**config.mk**
```make
export PLATFORM = sky130hd
export DESIGN_NAME = pipeline_hazard_ctrl
export DESIGN_NICKNAME = d
export VERILOG_FILES = /design/src/rtl/hazard_pkg.sv /design/src/rtl/pipeline_hazard_ctrl_sat_counter.sv /design/src/rtl/pipeline_hazard_ctrl.sv
export SDC_FILE = /design/constraint.sdc
export NUM_CORES = 1
export LEC_CHECK = 0
export CORE_AREA = 2 2 86 88
export CTS_BUF_LIST = sky130_fd_sc_hd__clkbuf_2 sky130_fd_sc_hd__clkbuf_4 sky130_fd_sc_hd__clkbuf_8
export DETAILED_ROUTE_END_ITERATION = 10
export DIE_AREA = 0 0 88 90
export DONT_BUFFER_PORTS = 1
export PLACE_DENSITY = 0.75
export SKIP_LAST_GASP = 1
export SLEW_MARGIN = 20
export SYNTH_ARGS = -nofsm -noshare
export SYNTH_HDL_FRONTEND = slang
export SYNTH_SLANG_ARGS = --single-unit
```
**constraint.sdc**
```tcl
create_clock -name clk -period 2.6 [get_ports clk]
set_input_delay 0.26 -clock clk [delete_from_list [all_inputs] [get_ports clk]]
set_output_delay 0.26 -clock clk [all_outputs]
set_load 0.01 [all_outputs]
```
**src/rtl/hazard_pkg.sv**
```systemverilog
// Shared types and helpers for the pipeline stall/flush sequencer.
// Holds the sequencer state encoding and the load-use detection rule.
package hazard_pkg;

    localparam int REG_W = 5;

    typedef enum logic {
        RUN   = 1'b0,
        MULTI = 1'b1
    } hctrl_state_t;

    function automatic logic load_use_hit(
        input logic             mem_read,
        input logic             reg_write,
        input logic [REG_W-1:0] rd,
        input logic [REG_W-1:0] rs1,
        input logic [REG_W-1:0] rs2,
        input logic             use1,
        input logic             use2
    );
        logic src_match;
        src_match = (use1 && (rs1 == rd)) || (use2 && (rs2 == rd));
        return mem_read && reg_write && (rd != '0) && src_match;
    endfunction

endpackage

```
**src/rtl/pipeline_hazard_ctrl_sat_counter.sv**
```systemverilog
// Saturating event counter used for pipeline performance statistics.
// Sticks at all-ones instead of wrapping.
module sat_counter #(
    parameter int CNT_W = 32
) (
    input  logic             clk,
    input  logic             rst,
    input  logic             inc,
    output logic [CNT_W-1:0] count
);

    logic [CNT_W-1:0] count_q;
    logic [CNT_W-1:0] count_d;

    always_comb begin
        count_d = count_q;
        if (rst) begin
            count_d = '0;
        end else if (inc && !(&count_q)) begin
            count_d = count_q + CNT_W'(1);
        end
    end

    always_ff @(posedge clk) begin
        count_q <= count_d;
    end

    assign count = count_q;

endmodule

```
**src/rtl/pipeline_hazard_ctrl.sv**
```systemverilog
// Stall/flush sequencer for the 5-stage pipeline: load-use, mul/div
// sequencing, branch redirect, memory-wait freeze and perf counters.
module pipeline_hazard_ctrl #(
    parameter int N       = 32,
    parameter int REG_W   = 5,
    parameter int MUL_LAT = 4,
    parameter int CNT_W   = 32
) (
    input  logic             clk,
    input  logic             rst,
    input  logic [REG_W-1:0] id_rs1,
    input  logic [REG_W-1:0] id_rs2,
    input  logic             id_uses_rs1,
    input  logic             id_uses_rs2,
    input  logic [REG_W-1:0] ex_rd,
    input  logic             ex_mem_read,
    input  logic             ex_reg_write,
    input  logic             ex_multicycle,
    input  logic             ex_branch_taken,
    input  logic [N*2-1:0]   ex_branch_target,
    input  logic             dmem_busy,
    output logic             pc_write_en,
    output logic             ifid_write_en,
    output logic             ifid_flush,
    output logic             idex_write_en,
    output logic             idex_flush,
    output logic             exmem_write_en,
    output logic             exmem_bubble,
    output logic             pc_redirect,
    output logic [N*2-1:0]   pc_redirect_target,
    output logic             busy_state,
    output logic [CNT_W-1:0] stall_cycles,
    output logic [CNT_W-1:0] flush_events
);

    import hazard_pkg::*;

    localparam int CW = $clog2(MUL_LAT);

    hctrl_state_t  state_q;
    hctrl_state_t  state_d;
    logic [CW-1:0] cnt_q;
    logic [CW-1:0] cnt_d;
    logic          lu_hit;

    assign lu_hit = load_use_hit(ex_mem_read, ex_reg_write, ex_rd,
                                 id_rs1, id_rs2,
                                 id_uses_rs1, id_uses_rs2);

    always_comb begin
        state_d        = state_q;
        cnt_d          = cnt_q;
        pc_write_en    = 1'b1;
        ifid_write_en  = 1'b1;
        idex_write_en  = 1'b1;
        exmem_write_en = 1'b1;
        ifid_flush     = 1'b0;
        idex_flush     = 1'b0;
        exmem_bubble   = 1'b0;
        pc_redirect    = 1'b0;

        if (rst) begin
            pc_write_en    = 1'b0;
            ifid_write_en  = 1'b0;
            idex_write_en  = 1'b0;
            exmem_write_en = 1'b0;
            state_d        = RUN;
            cnt_d          = '0;
        end else if (dmem_busy) begin
            pc_write_en    = 1'b0;
            ifid_write_en  = 1'b0;
            idex_write_en  = 1'b0;
            exmem_write_en = 1'b0;
        end else if (state_q == MULTI) begin
            // Release cycle keeps default enables so the result lands in EX/MEM
            if (cnt_q != '0) begin
                pc_write_en   = 1'b0;
                ifid_write_en = 1'b0;
                idex_write_en = 1'b0;
                exmem_bubble  = 1'b1;
                cnt_d         = cnt_q - CW'(1);
            end else begin
                state_d = RUN;
            end
        end else if (ex_branch_taken) begin
            pc_redirect = 1'b1;
            ifid_flush  = 1'b1;
            idex_flush  = 1'b1;
        end else if (ex_multicycle) begin
            pc_write_en   = 1'b0;
            ifid_write_en = 1'b0;
            idex_write_en = 1'b0;
            exmem_bubble  = 1'b1;
            state_d       = MULTI;
            cnt_d         = CW'(MUL_LAT - 2);
        end else if (lu_hit) begin
            pc_write_en   = 1'b0;
            ifid_write_en = 1'b0;
            idex_flush    = 1'b1;
        end
    end

    always_ff @(posedge clk) begin
        state_q <= state_d;
        cnt_q   <= cnt_d;
    end

    assign busy_state         = (state_q == MULTI);
    assign pc_redirect_target = ex_branch_target;

    sat_counter #(.CNT_W(CNT_W)) u_stall_cnt (
        .clk   (clk),
        .rst   (rst),
        .inc   (!rst && !pc_write_en),
        .count (stall_cycles)
    );

    sat_counter #(.CNT_W(CNT_W)) u_flush_cnt (
        .clk   (clk),
        .rst   (rst),
        .inc   (pc_redirect),
        .count (flush_events)
    );

endmodule

```
* Word level (Yosys, flattened, before mapping)
Cells that the tools add are included.
Widths: inputs -> output; s select.
** Operators by class
- Equality and inequality tests :: 4
- Add/subtract/negate cells :: 3
- Bitwise operators :: 1
- Multiplexer cells :: 34
- Reductions and logical operators :: 19
** Operators by type and width (count)
- $add 32x1->32 const B :: 2
- $reduce_and 32->1 :: 2
- $mux 1 :: 30
- $eq 5x5->1 :: 2
- $logic_and 1x1->1 :: 8
- $mux 2 :: 4
- $reduce_bool 5->1 :: 1
- $logic_not 1->1 :: 4
- $ne 2x1->1 const B :: 2
- $reduce_and 4->1 :: 1
- $reduce_bool 2->1 :: 2
- $sub 2x1->2 const B :: 1
- $logic_or 1x1->1 :: 1
- $not 1->1 :: 1
** Storage, ports and cells
- Bits of input ports :: 88
- Output and inout port bits :: 137
- Register bits :: 67

* Longest topological paths before layout
- Depth after elaboration :: 13
- Gate-level depth with buffers :: 10

* Modules after synthesis
Synthesis repeated with hierarchy kept, for this count alone.
** Second synthesis, totals
- Cells, all modules :: 505
- Area total of the unflattened synthesis :: 4236.6 sq um
** Modules (own cells, without submodules)
- sat_counter (u_flush_cnt) :: cells an instance 191, instances 1, area an instance 1721.7 sq um
- sat_counter (u_stall_cnt) :: cells an instance 201, instances 1, area an instance 1654.1 sq um
- pipeline_hazard_ctrl :: cells an instance 113, instances 1, area an instance 860.8 sq um

* Least setup slack after synthesis
Ideal clock, no wire load.
- Kind :: reg2reg
- From :: register u_flush_cnt.count_q[0] (netlist: u_flush_cnt.count[0])
- To :: register u_flush_cnt.count_q[27] (netlist: u_flush_cnt.count[27])
- Path slack :: 362 ps
- Stages on the path, launching flop included :: 9
- Buffers on the path :: 2
- Data arrival time :: 2168 ps
- Period minus slack after synthesis :: 2238 ps
- Cell sequence :: dfxtp_1 ha_1 and2_1 and4_1 buf_6 or4b_1 buf_2 or3_1 a21oi_1
** On the way
- Cells in the longest elaborated chain, start to end :: 3
- Elaborated cells on any way between the ends :: 4
- Those cells by class :: add/sub: 1; reduce/logical: 3
** Ends and longest elaborated chain
- start: declaration :: line pipeline_hazard_ctrl_sat_counter.sv:12 : logic [CNT_W-1:0] count_q;
- start signal: assignment :: line pipeline_hazard_ctrl_sat_counter.sv:25 : count_q <= count_d;
- branches (longest 3 deep; another with $add 32x1->32)
Parallel ways; which one is timed is not known.
A chain may end at the register's enable or synchronous reset.

* Worst setup path after layout
- From :: register u_stall_cnt.count_q[0] (netlist: u_stall_cnt.count[0])
- To :: register u_stall_cnt.count_q[22] (netlist: u_stall_cnt.count[22])
** On the way
- Cells in the longest elaborated chain, start to end :: 3
- Elaborated cells on any way between the ends :: 4
- Those cells by class :: add/sub: 1; reduce/logical: 3
** Ends and longest elaborated chain (line)
- start: declaration :: pipeline_hazard_ctrl_sat_counter.sv:12
- start signal: assignment :: pipeline_hazard_ctrl_sat_counter.sv:25
- branches (longest 3 deep; another with $add 32x1->32)
Parallel ways; which one is timed is not known.

==> impl_metrics.env <==
export IMPL_antenna_found_initial=0
export IMPL_p_comb_share_pct=6.0
export IMPL_die_w_um=88
export IMPL_hp_class="input pin to register"
export IMPL_drive_above_1_share_pct=12.7
export IMPL_place_area_um2=3800
export IMPL_postCtsSetupBuffers=0
export IMPL_r2r_start="u_stall_cnt.count[0]"
export IMPL_ys_seq_area_share_pct=32.7
export IMPL_rsz0062_at_grt="no"
export IMPL_finalWirelength_um=9140
export IMPL_ys_async_sr_fraction_pct=0
export IMPL_path_clk_slew_ns=0.09
export IMPL_area_growth_synth_to_final_pct=-2.35
export IMPL_root_buffer="clkbuf_8"
export IMPL_setup_viol=0
export IMPL_synth_edf_count=0
export IMPL_synth_ff_type="dfxtp_1"
export IMPL_total_power_mw=1.94
export IMPL_synthCells=508
export IMPL_drtIter0Drc=175
export IMPL_track_usage_pct=23.0
export IMPL_hpwl_um=6410
export IMPL_vias=3462
export IMPL_intPower_mw=1.45
export IMPL_grt_pass1_vias=3026
export IMPL_wl_per_cell_um=16.5
export IMPL_p_seq_share_pct=53.6
export IMPL_p_leak_nw=1.18
export IMPL_place_congestion=0.863
export IMPL_grt_overflow=0
export IMPL_clk_path_buf_depth=2
export IMPL_ir_drop_mv=0.244
export IMPL_ant_nets=0
export IMPL_dp_cells=538
export IMPL_synth_cell_types=53
export IMPL_slowest_delay_ns=0.48
export IMPL_required_ns=2.88
export IMPL_fin_crit_sh_pct=91.5
export IMPL_hold_viol=0
export IMPL_crit_path_cell_trace="ha_1 > nand2_1 > nor4_2 > o2111ai_2 > or4_1 > a21oi_1"
export IMPL_die_area_um2=7920
export IMPL_syn_nets=599
export IMPL_final_util_pct=57.1
export IMPL_die_h_um=90
export IMPL_outcome="finished, final reports clean"
export IMPL_finalSetupTns_ns=0
export IMPL_synth_area_leaders="dfxtp_1, buf_4, xnor2_1"
export IMPL_syn_avg_cell_area_um2=8.08
export IMPL_max_slew_margin_pct=70.0
export IMPL_fin_ws_ns=0.220
export IMPL_tightestPinTransition_ns=0.446
export IMPL_end_kind="register"
export IMPL_numClockSinks=67
export IMPL_place_ws_ns=0.204
export IMPL_p_sw_uw=495
export IMPL_drv_cap=0
export IMPL_drv_slew=0
export IMPL_fin_nets=542
export IMPL_p_clk_share_pct=40.4
export IMPL_rows=31
export IMPL_grt_max_degree=61
export IMPL_holdWs_ns=0.0897
export IMPL_netlist_area_um2=4110
export IMPL_fmax_mhz=420
export IMPL_crit_fanout=10
export IMPL_drtPass1Iterations=5
export IMPL_start_kind="register"
export IMPL_yosysWarnings=0
export IMPL_yosys_area_top_type="dfxtp_1"
export IMPL_fin_cells=555
export IMPL_synth_top_cell_area_share_pct=32.7
export IMPL_cp_data_arrival_time_ns=2.66
export IMPL_portBuffers=0
export IMPL_post_route_min_period_ns=2.38
export IMPL_worstHoldStart="dmem_busy"
export IMPL_final_cell_area_um2=4010
export IMPL_crit_slowest_cell="or4_1"
export IMPL_final_setup_skew_ns=0.0145
export IMPL_initial_core_util_pct=58.5
export IMPL_clkLatencyLatePin_ns=0.35
export IMPL_powerDensity_nw_per_um2=485
export IMPL_crit_path_start="u_stall_cnt.count[0]"
export IMPL_core_area_um2=7020
export IMPL_cts_buffers=9
export IMPL_swShare_pct=25.5
export IMPL_cts_max_level=3
export IMPL_vias_per_cell=6.24
export IMPL_route_detailed_drc=0
export IMPL_pin_count=225
export IMPL_worst_setup_path_type="register to register"
export IMPL_synth_seq_cells=67
export IMPL_cts_tree="built"
export IMPL_diodes=0
export IMPL_grt_pass1_wl_um=14700
-- worst max-delay path, delay by kind of cell (launching register included) --
| kind | cells | cell delay (ns) |
|---|---|---|
| flip-flops | 1 | 0.47 |
| AND/OR/NAND/NOR | 3 | 1.09 |
| adder cells (fa/ha/maj) | 1 | 0.26 |
| AO/OA/AOI/OAI | 2 | 0.49 |
-- registers in the layout (all words and copies together), names as in the netlist --
| name | count |
|---|---|
| busy_state | 1 |
| cnt_q | 2 |
| u_stall_cnt.count | 32 |
| u_flush_cnt.count | 32 |
-- cells in the final DEF, fill, tap and decap left out, types with 3 or more instances in the layout --
master and instances:
mux2_2 5, ha_1 3, or3_1 12, nor2b_1 9, xor2_1 7, buf_4 18, nor4_1 11, xnor2_1 27
o31ai_1 20, dfxtp_1 67, and4_1 3, nand2_1 31, nor3_1 16, nand3_1 25, nor2_1 45, or4_1 22
nand4_1 20, inv_1 9, clkbuf_8 10, clkinvlp_4 3, o21ai_0 15, a21oi_1 35
-- per-layer routing --
layer | vias to the layer above | wire, um | GRT usage [%]
met5 | - | 0 | 0
met4 | 0 | 229 | 10.6
met3 | 31 | 790 | 7.35
met2 | 148 | 4260 | 34.9
met1 | 1619 | 3850 | 29.3
li1 | 1664 | - | -
-- power by group through the flow --
| stage | Sequential [mW] | Clock [mW] | Combinational, mW |
|---|---|---|---|
| after floorplan | 1.06 | 0 | 0.192 |
| after global placement | 1.06 | 0 | 0.0944 |
| after detailed placement | 1.07 | 0 | 0.0979 |
| after CTS | 1.04 | 0.797 | 0.117 |
| after global routing | 1.04 | 0.851 | 0.131 |
| final | 1.04 | 0.785 | 0.118 |
-- cell type report --
cell class | instances | area (um2)
fill | 614 | 3010
multi-input combinational | 343 | 2130
sequential | 67 | 1340
timing repair buffer | 21 | 203
clock buffer | 10 | 138
tap | 99 | 124
clock inverter | 6 | 41.3
inverter | 9 | 33.8
-- Yosys cell counts, types with 5 or more instances --
cell type	count
clkbuf_1	13
xor2_1	7
nor2_1	46
o21ai_0	15
a21oi_1	35
buf_2	5
nor2b_1	9
dfxtp_1	67
xnor2_1	27
inv_1	9
buf_4	67
nand4_1	20
or3_1	12
o31ai_1	20
nand2_1	31
mux2_2	5
or4_1	22
nor3_1	16
nand3_1	25
nor4_1	11
-- kinds of logic after synthesis --
family / synth area share (%)
AO/OA/AOI/OAI: 11.8
XOR/XNOR: 7.25
adder cells (fa/ha/maj): 0.914
buffers and inverters: 15.8
flip-flops: 32.7
multiplexers: 1.37
AND/OR/NAND/NOR: 30.2
-- path summary, 6_finish.rpt --
kind | endpoint | slack, ns | cells after the start
worst max register to register | u_stall_cnt.count[22] | 0.22 | 6
worst min register to register | cnt_q[0] | 0.51 | 2
worst min-delay path | cnt_q[0] | 0.09 | 3
worst max-delay path | u_stall_cnt.count[22] | 0.22 | 6
-- timing repair --
action | 4_1_cts | 5_1_grt
gates resized for setup | 0 | 1
endpoints found under the hold margin | 60 | 0
endpoints found under the setup margin | 0 | 1
hold buffers | 1 | 0
No activity file was read; power rests on OpenSTA's default activity.
